`src/rtl/exec_sequencer.sv`:
```
// Run-state sequencer between the control unit and the PC/register file.
// It gates PC advance and writes, stalls LOADIN until a debounced button press, and holds the OUT display value.
//
// state          | meaning
// ---------------+------------------------------------------------------
// ST_RUNNING     | normal execution, PC advances, writes enabled
// ST_HALTED      | HALT retired, frozen until reset
// ST_WAIT_INPUT  | LOADIN stalled, waiting for a debounced button press
// ST_COMMIT      | LOADIN writes latched input, PC advances
module exec_sequencer #(
  parameter int DATA_W          = 32,
  parameter int DEBOUNCE_CYCLES = 1000000,
  parameter int CNT_W           = 32
) (
  input  logic              clk,
  input  logic              reset,
  input  logic              fHalt,
  input  logic              fHaltIN,
  input  logic              fOut,
  input  logic              button,
  input  logic [DATA_W-1:0] switches,
  input  logic [DATA_W-1:0] out_value,
  output logic              pc_en,
  output logic              we_gate,
  output logic [DATA_W-1:0] in_data,
  output logic [DATA_W-1:0] disp_value,
  output logic              disp_valid,
  output logic [1:0]        state,
  output logic [CNT_W-1:0]  instr_count
);

  localparam logic [1:0] ST_RUNNING    = 2'd0;
  localparam logic [1:0] ST_HALTED     = 2'd1;
  localparam logic [1:0] ST_WAIT_INPUT = 2'd2;
  localparam logic [1:0] ST_COMMIT     = 2'd3;

  localparam int DEB_W = (DEBOUNCE_CYCLES > 1) ? $clog2(DEBOUNCE_CYCLES) : 1;
  localparam logic [DEB_W-1:0] DEB_MAX = DEB_W'(DEBOUNCE_CYCLES - 1);

  logic             sync_a;
  logic             sync_b;
  logic             deb_level;
  logic             deb_level_d;
  logic [DEB_W-1:0] deb_cnt;
  logic             press;

  logic [1:0]       state_nxt;
  logic             run_en;
  logic             disp_wr;

  always_ff @(posedge clk) begin
    if (reset) begin
      sync_a      <= 1'b0;
      sync_b      <= 1'b0;
      deb_level   <= 1'b0;
      deb_level_d <= 1'b0;
      deb_cnt     <= '0;
    end else begin
      sync_a      <= button;
      sync_b      <= sync_a;
      deb_level_d <= deb_level;
      if (sync_b != deb_level) begin
        if (deb_cnt == DEB_MAX) begin
          deb_level <= sync_b;
          deb_cnt   <= '0;
        end else begin
          deb_cnt   <= deb_cnt + 1'b1;
        end
      end else begin
        deb_cnt <= '0;
      end
    end
  end

  assign press = deb_level & ~deb_level_d;

  always_comb begin
    state_nxt = state;
    run_en    = 1'b0;
    case (state)
      ST_RUNNING: begin
        if (fHalt)        state_nxt = ST_HALTED;
        else if (fHaltIN) state_nxt = ST_WAIT_INPUT;
        else              run_en    = 1'b1;
      end
      ST_HALTED: state_nxt = ST_HALTED;
      ST_WAIT_INPUT: begin
        if (press) state_nxt = ST_COMMIT;
      end
      ST_COMMIT: begin
        run_en    = 1'b1;
        state_nxt = ST_RUNNING;
      end
      default: state_nxt = ST_RUNNING;
    endcase
  end

  // Reset suppresses any PC advance or write that the current state would otherwise allow.
  assign pc_en   = run_en & ~reset;
  assign we_gate = run_en & ~reset;
  assign disp_wr = (state == ST_RUNNING) & ~fHalt & ~fHaltIN & fOut;

  always_ff @(posedge clk) begin
    if (reset) begin
      state       <= ST_RUNNING;
      in_data     <= '0;
      disp_value  <= '0;
      disp_valid  <= 1'b0;
      instr_count <= '0;
    end else begin
      state <= state_nxt;
      if (state == ST_WAIT_INPUT && press) in_data <= switches;
      if (disp_wr) begin
        disp_value <= out_value;
        disp_valid <= 1'b1;
      end
      if (pc_en && (instr_count != {CNT_W{1'b1}})) instr_count <= instr_count + 1'b1;
    end
  end

endmodule
```
`config.mk`:
```
export PLATFORM = sky130hd
export DESIGN_NAME = exec_sequencer
export DESIGN_NICKNAME = d
export VERILOG_FILES = /design/src/rtl/exec_sequencer.sv
export SDC_FILE = /design/constraint.sdc
export NUM_CORES = 1
export LEC_CHECK = 0
export ABC_CLOCK_PERIOD_IN_PS = 6300
export BUFFER_PORTS_ARGS = -buffer_cell sky130_fd_sc_hd__buf_2
export CAP_MARGIN = 20
export CORE_AREA = 2 2 100 102
export DETAILED_ROUTE_END_ITERATION = 8
export DIE_AREA = 0 0 102 104
export GPL_TIMING_DRIVEN = 0
export PLACE_DENSITY = 0.83
export SLEW_MARGIN = 25
export SYNTH_ARGS = -nofsm -noshare
export SYNTH_HDL_FRONTEND = slang
export SYNTH_SLANG_ARGS = --single-unit
```
`constraint.sdc`:
```
create_clock -name clk -period 6.3 [get_ports clk]
set_input_delay 1.89 -clock clk [delete_from_list [all_inputs] [get_ports clk]]
set_output_delay 1.89 -clock clk [all_outputs]
set_load 0.01 [all_outputs]
```
After elaboration in Yosys (flattened, before gate mapping)

Cells that the tools add are included.

Output and inout bits: 101
Logic and storage cells: 43
RAM bits: 0
Memories kept: 0
Bits in latches: 0
Bits in read-only memories: 0
Register bits: 123

Reductions and logical operators: 6
Bitwise gates (word level): 10
Shifts and indexed selects: 0
Div/mod/pow operators: 0
Add/sub/neg operators: 2
Equal/unequal tests: 8
Order comparisons: 0
$mul: 0
Multiplexer cells: 7

Operator list:

| operator                                      | count |
|---|---|
| adder 32 x 1 -> 32 bit, second input constant | 1 |
| != test 32 bit, second input constant         | 1 |
| adder 20 x 1 -> 20 bit, second input constant | 1 |
| == test 20 bit, second input constant         | 1 |
| one-hot mux 2 bit (4 select lines)            | 1 |
| two-way mux 2 bit                             | 3 |
| bitwise AND 1 bit                             | 5 |
| NOT 1 bit                                     | 5 |
| == test 2 bit, second input constant          | 2 |
| AND reduction 2 bit                           | 2 |
| != test 3 bit, second input constant          | 1 |
| OR reduction 3 bit                            | 1 |
| == test 2 x 1 -> 1 bit, second input constant | 1 |
| logical AND 1 bit                             | 2 |
| zero test 2 bit                               | 1 |
| two-way mux 1 bit                             | 2 |
| != test 2 bit, second input constant          | 1 |
| one-hot mux 1 bit (2 select lines)            | 1 |
| != test 1 bit                                 | 1 |

Logic depth before layout (Yosys ltp)

Word-level depth: 5
Depth in mapped cells: 9

Worst setup path after synthesis

Ideal clock, no wire load.

Path type: input-to-output
From: input port fHalt
To: output port we_gate
Arrival: 2687 ps
Slack: 1723 ps
Stages: 4
Cells stage by stage: nor3b_2 o21ai_0 inv_1 buf_4

Longest elaborated chain between the ends: 3

RTL lines:

| item                               | line | RTL |
|---|---|---|
| from (decl)                        | 17   | `input logic fHalt,` |
| two-way mux 1 bit                  | 82   | `if (fHalt) state_nxt = ST_HALTED;` |
| one-hot mux 1 bit (2 select lines) | 80   | `case (state)` |
| bitwise AND 1 bit                  | -    |  |
| to (decl)                          | 24   | `output logic we_gate,` |

No other way between the ends.

Worst setup path after layout

From: input port fHalt
To: output port we_gate

Longest elaborated chain between the ends: 3

RTL lines:

| item                               | line | RTL |
|---|---|---|
| two-way mux 1 bit                  | 82   |  |
| one-hot mux 1 bit (2 select lines) | 80   |  |
| bitwise AND 1 bit                  | 100  | `assign we_gate = run_en & ~reset;` |

No other way between the ends.

==> reports/summary.txt <==
total track usage - 0.247
syn_nets - 683
number of global-route vias before repair - 4836
Mapped Avg Cell Area - 8.21 µm²
Worst slew margin - 0.481
sequential fraction of design power - 0.424
max incr delay on CP - 0.45 ns
initial core utilization - 0.522
hold depth - 1
port buffer count - 170
Comb pwr share - 0.091
CP Data Arrival Time - 3.16 ns
Die ar. - 10600 µm²
Crit path depth - 6
slowest CP cell - nor3b_2
worst hold path class - reg2reg
clock skew - 0.0138 ns
NetSw - 492 µW
switching share of power - 0.254
clock tree from TritonCTS - yes
TNS Setup - 0 ns
Fillers - 784
Site Rows - 36
register area share after synthesis - 0.494
TritonRoute pass-1 iters - 5
Inserted Clock Buffers - 17
H-Tree Depth - 4
clock root cell - clkbuf_8
drt wl/cell - 13.5 µm
Max Slew Vio Count - 0
Post-CTS Setup Bufs - 0
synthesized cell area - 4990 µm²
fmax - 198 MHz
Fin Hold WS - 0.447 ns
VDD IR-drop max - 0.219 mV
cell area after layout - 6580 µm²
#FFs+latches synth - 123
Max-Cap Viols - 0
CP delay by family, top - buffers and inverters
Die W - 102 µm
fin cells - 942
post-CTS sizing - 0
fin crit period - 5.05 ns
Routed Antenna Nets - 0
Sink Count - 123
Worst EP required - 4.41 ns
global-route wire length before repair - 21400 µm
Clk pwr share - 0.485
vias - 4884
FF-to-FF setup slack - 3.82 ns
leading cell type in the layout, fill and taps excluded - buf_2
Max FO, Critical Path - 7
Die H - 104 µm
Worst-Margin Slew - 0.773 ns
Placed Cells - 910
Warnings, synthesis - 0
Post-synth EDFFs - 0
post-synth cell types - 45
endpoints failing hold - 0
Async SR Flop Fraction - 0
via/cell ratio - 5.18
largest net degree at the start of global routing - 17
CTS Buffer Depth - 2
Main synth FF type - dfxtp_1
# IOs - 171
fraction of layout cells with a size suffix above 1 - 0.273
status - completed
Leakage - 0.00270 µW
core area - 9550 µm²
Final GP Congestion - 0.824
Pwr per Cell Area - 294 nW/µm²
commonest cells after routing, fill and taps aside - buf_2, nand2_1, dfxtp_1
Detailed Place HPWL - 9300 µm
final worst setup slack - 1.25 ns
later-pin clock latency in the skew report - 0.51 ns
Critical Path, Cell by Cell - buf_2 > nor3b_2 > o21ai_0 > inv_1 > buf_4 > buf_2
crit path kind - in2out
fin crit share - 0.802
hold-fix buffer count after cts - 0
synth-to-layout area growth - 31.9%
ant diodes - 0
wirelength, routed - 12700 µm
pre-CTS setup slack - 1.26 ns
Residual DRC - 0
Congestion Overflow GR - 0
setup violators final - 0
Crit. End Element - primary output
initial drt markers - 233
DP Area - 6000 µm²
Buf/Inv on CP - 4
final net count - 872
Reg2Reg Depth - 9
P_int - 1440 µW
initial antenna violation count - 0
Gate Count Post-Synth - 607
Clock Pin Slew Worst Setup and Hold Paths - 0.06 ns
CP startpoint kind - primary input
most frequent CP cell - buf_2
RSZ-0062 raised after global routing - no
[metrics by stage]
stage                     total power (µW)   util
after floorplan                        936      -
after global placement                1000  0.629
after detailed placement              1010  0.629
after CTS                             1940  0.689
after global routing                  2000  0.689
final                                 1930  0.689
[Yosys cell counts (2+ instances only)]
library cell / n / area [µm²]
a211oi_1: 2 / 15.0
mux2_2: 2 / 22.5
o2111ai_1: 2 / 17.5
or3_1: 16 / 100
buf_2: 3 / 15.0
o41ai_1: 2 / 17.5
nor4_1: 4 / 25.0
nor2_1: 44 / 165
ha_1: 6 / 75.1
or2_2: 5 / 31.3
nand2b_1: 3 / 18.8
clkbuf_1: 27 / 101
or4_1: 8 / 60.1
o21ai_0: 15 / 75.1
xor2_1: 14 / 123
xnor2_1: 11 / 96.3
nor2b_1: 4 / 25.0
nand2_1: 150 / 563
a21oi_1: 87 / 435
inv_1: 12 / 45.0
and3_1: 3 / 18.8
a31oi_1: 2 / 12.5
and2_1: 3 / 18.8
o211ai_1: 2 / 15.0
nand4_1: 11 / 68.8
mux2i_1: 4 / 40.0
dfxtp_1: 123 / 2460
nor4b_1: 2 / 17.5
o31ai_1: 6 / 45.0
nand3_1: 19 / 95.1
[power by group through the flow]
stage	registers (µW)	clock network, µW	logic, µW
2_1_floorplan	843	0	92.8
3_3_place_gp	834	0	169
3_5_place_dp	835	0	175
4_1_cts	819	949	177
5_1_grt	821	985	197
6_report	819	937	177
[metal layers]
layer | vias to the layer above | wire [µm] | share of wire | global-route usage
met5 | - | 0 | 0 | 0
met4 | 0 | 241 | 0.019 | 0.110
met3 | 24 | 860 | 0.068 | 0.0746
met2 | 146 | 6460 | 0.51 | 0.425
met1 | 2258 | 5140 | 0.40 | 0.276
li1 | 2456 | - | - | -
[worst paths after layout]
kind                               from                           end
setup / recovery                  fHalt                       we_gate
setup reg to reg  state[0]$_SDFFE_PP0P_  instr_count[16]$_SDFFE_PP0P_
hold reg to reg       sync_a$_SDFF_PP0_             sync_b$_SDFF_PP0_
hold / removal        sync_a$_SDFF_PP0_             sync_b$_SDFF_PP0_
[cell type report]
type                            count  area [µm²]  area share
Buffer                             32         135      0.0205
Clock buffer                       17         414      0.0630
Clock inverter                     15         161      0.0245
Inverter                           12        45.0     0.00685
Multi-Input combinational cell    440        2340       0.356
Sequential cell                   123        2460       0.374
Tap cell                          133         166      0.0253
Timing Repair Buffer              170         851       0.129
[worst register-to-register path, delay by kind of cell (launching register included)]
family	cells	cell delay (ns)
and+or+nand+nor	2	0.75
buffers and inverters	3	0.57
AOI/OAI and AO/OA	3	0.60
DFF	1	0.34
adders and majority gates	1	0.16
[flip-flops by register name, indices dropped and copies added, names as in the netlist, 2 cells and up]
register,cells
deb_cnt,20
disp_value,32
in_data,32
instr_count,32
state,2
[cell families after synthesis]
logic type,Yosys count,synth area share
compound gates,123,0.136
xor+xnor,25,0.0439
fa+ha+maj,6,0.0151
buf+inv,44,0.0361
flops,123,0.494
mux,6,0.0125
simple gates,280,0.262
No activity file was read; power rests on OpenSTA's default activity.
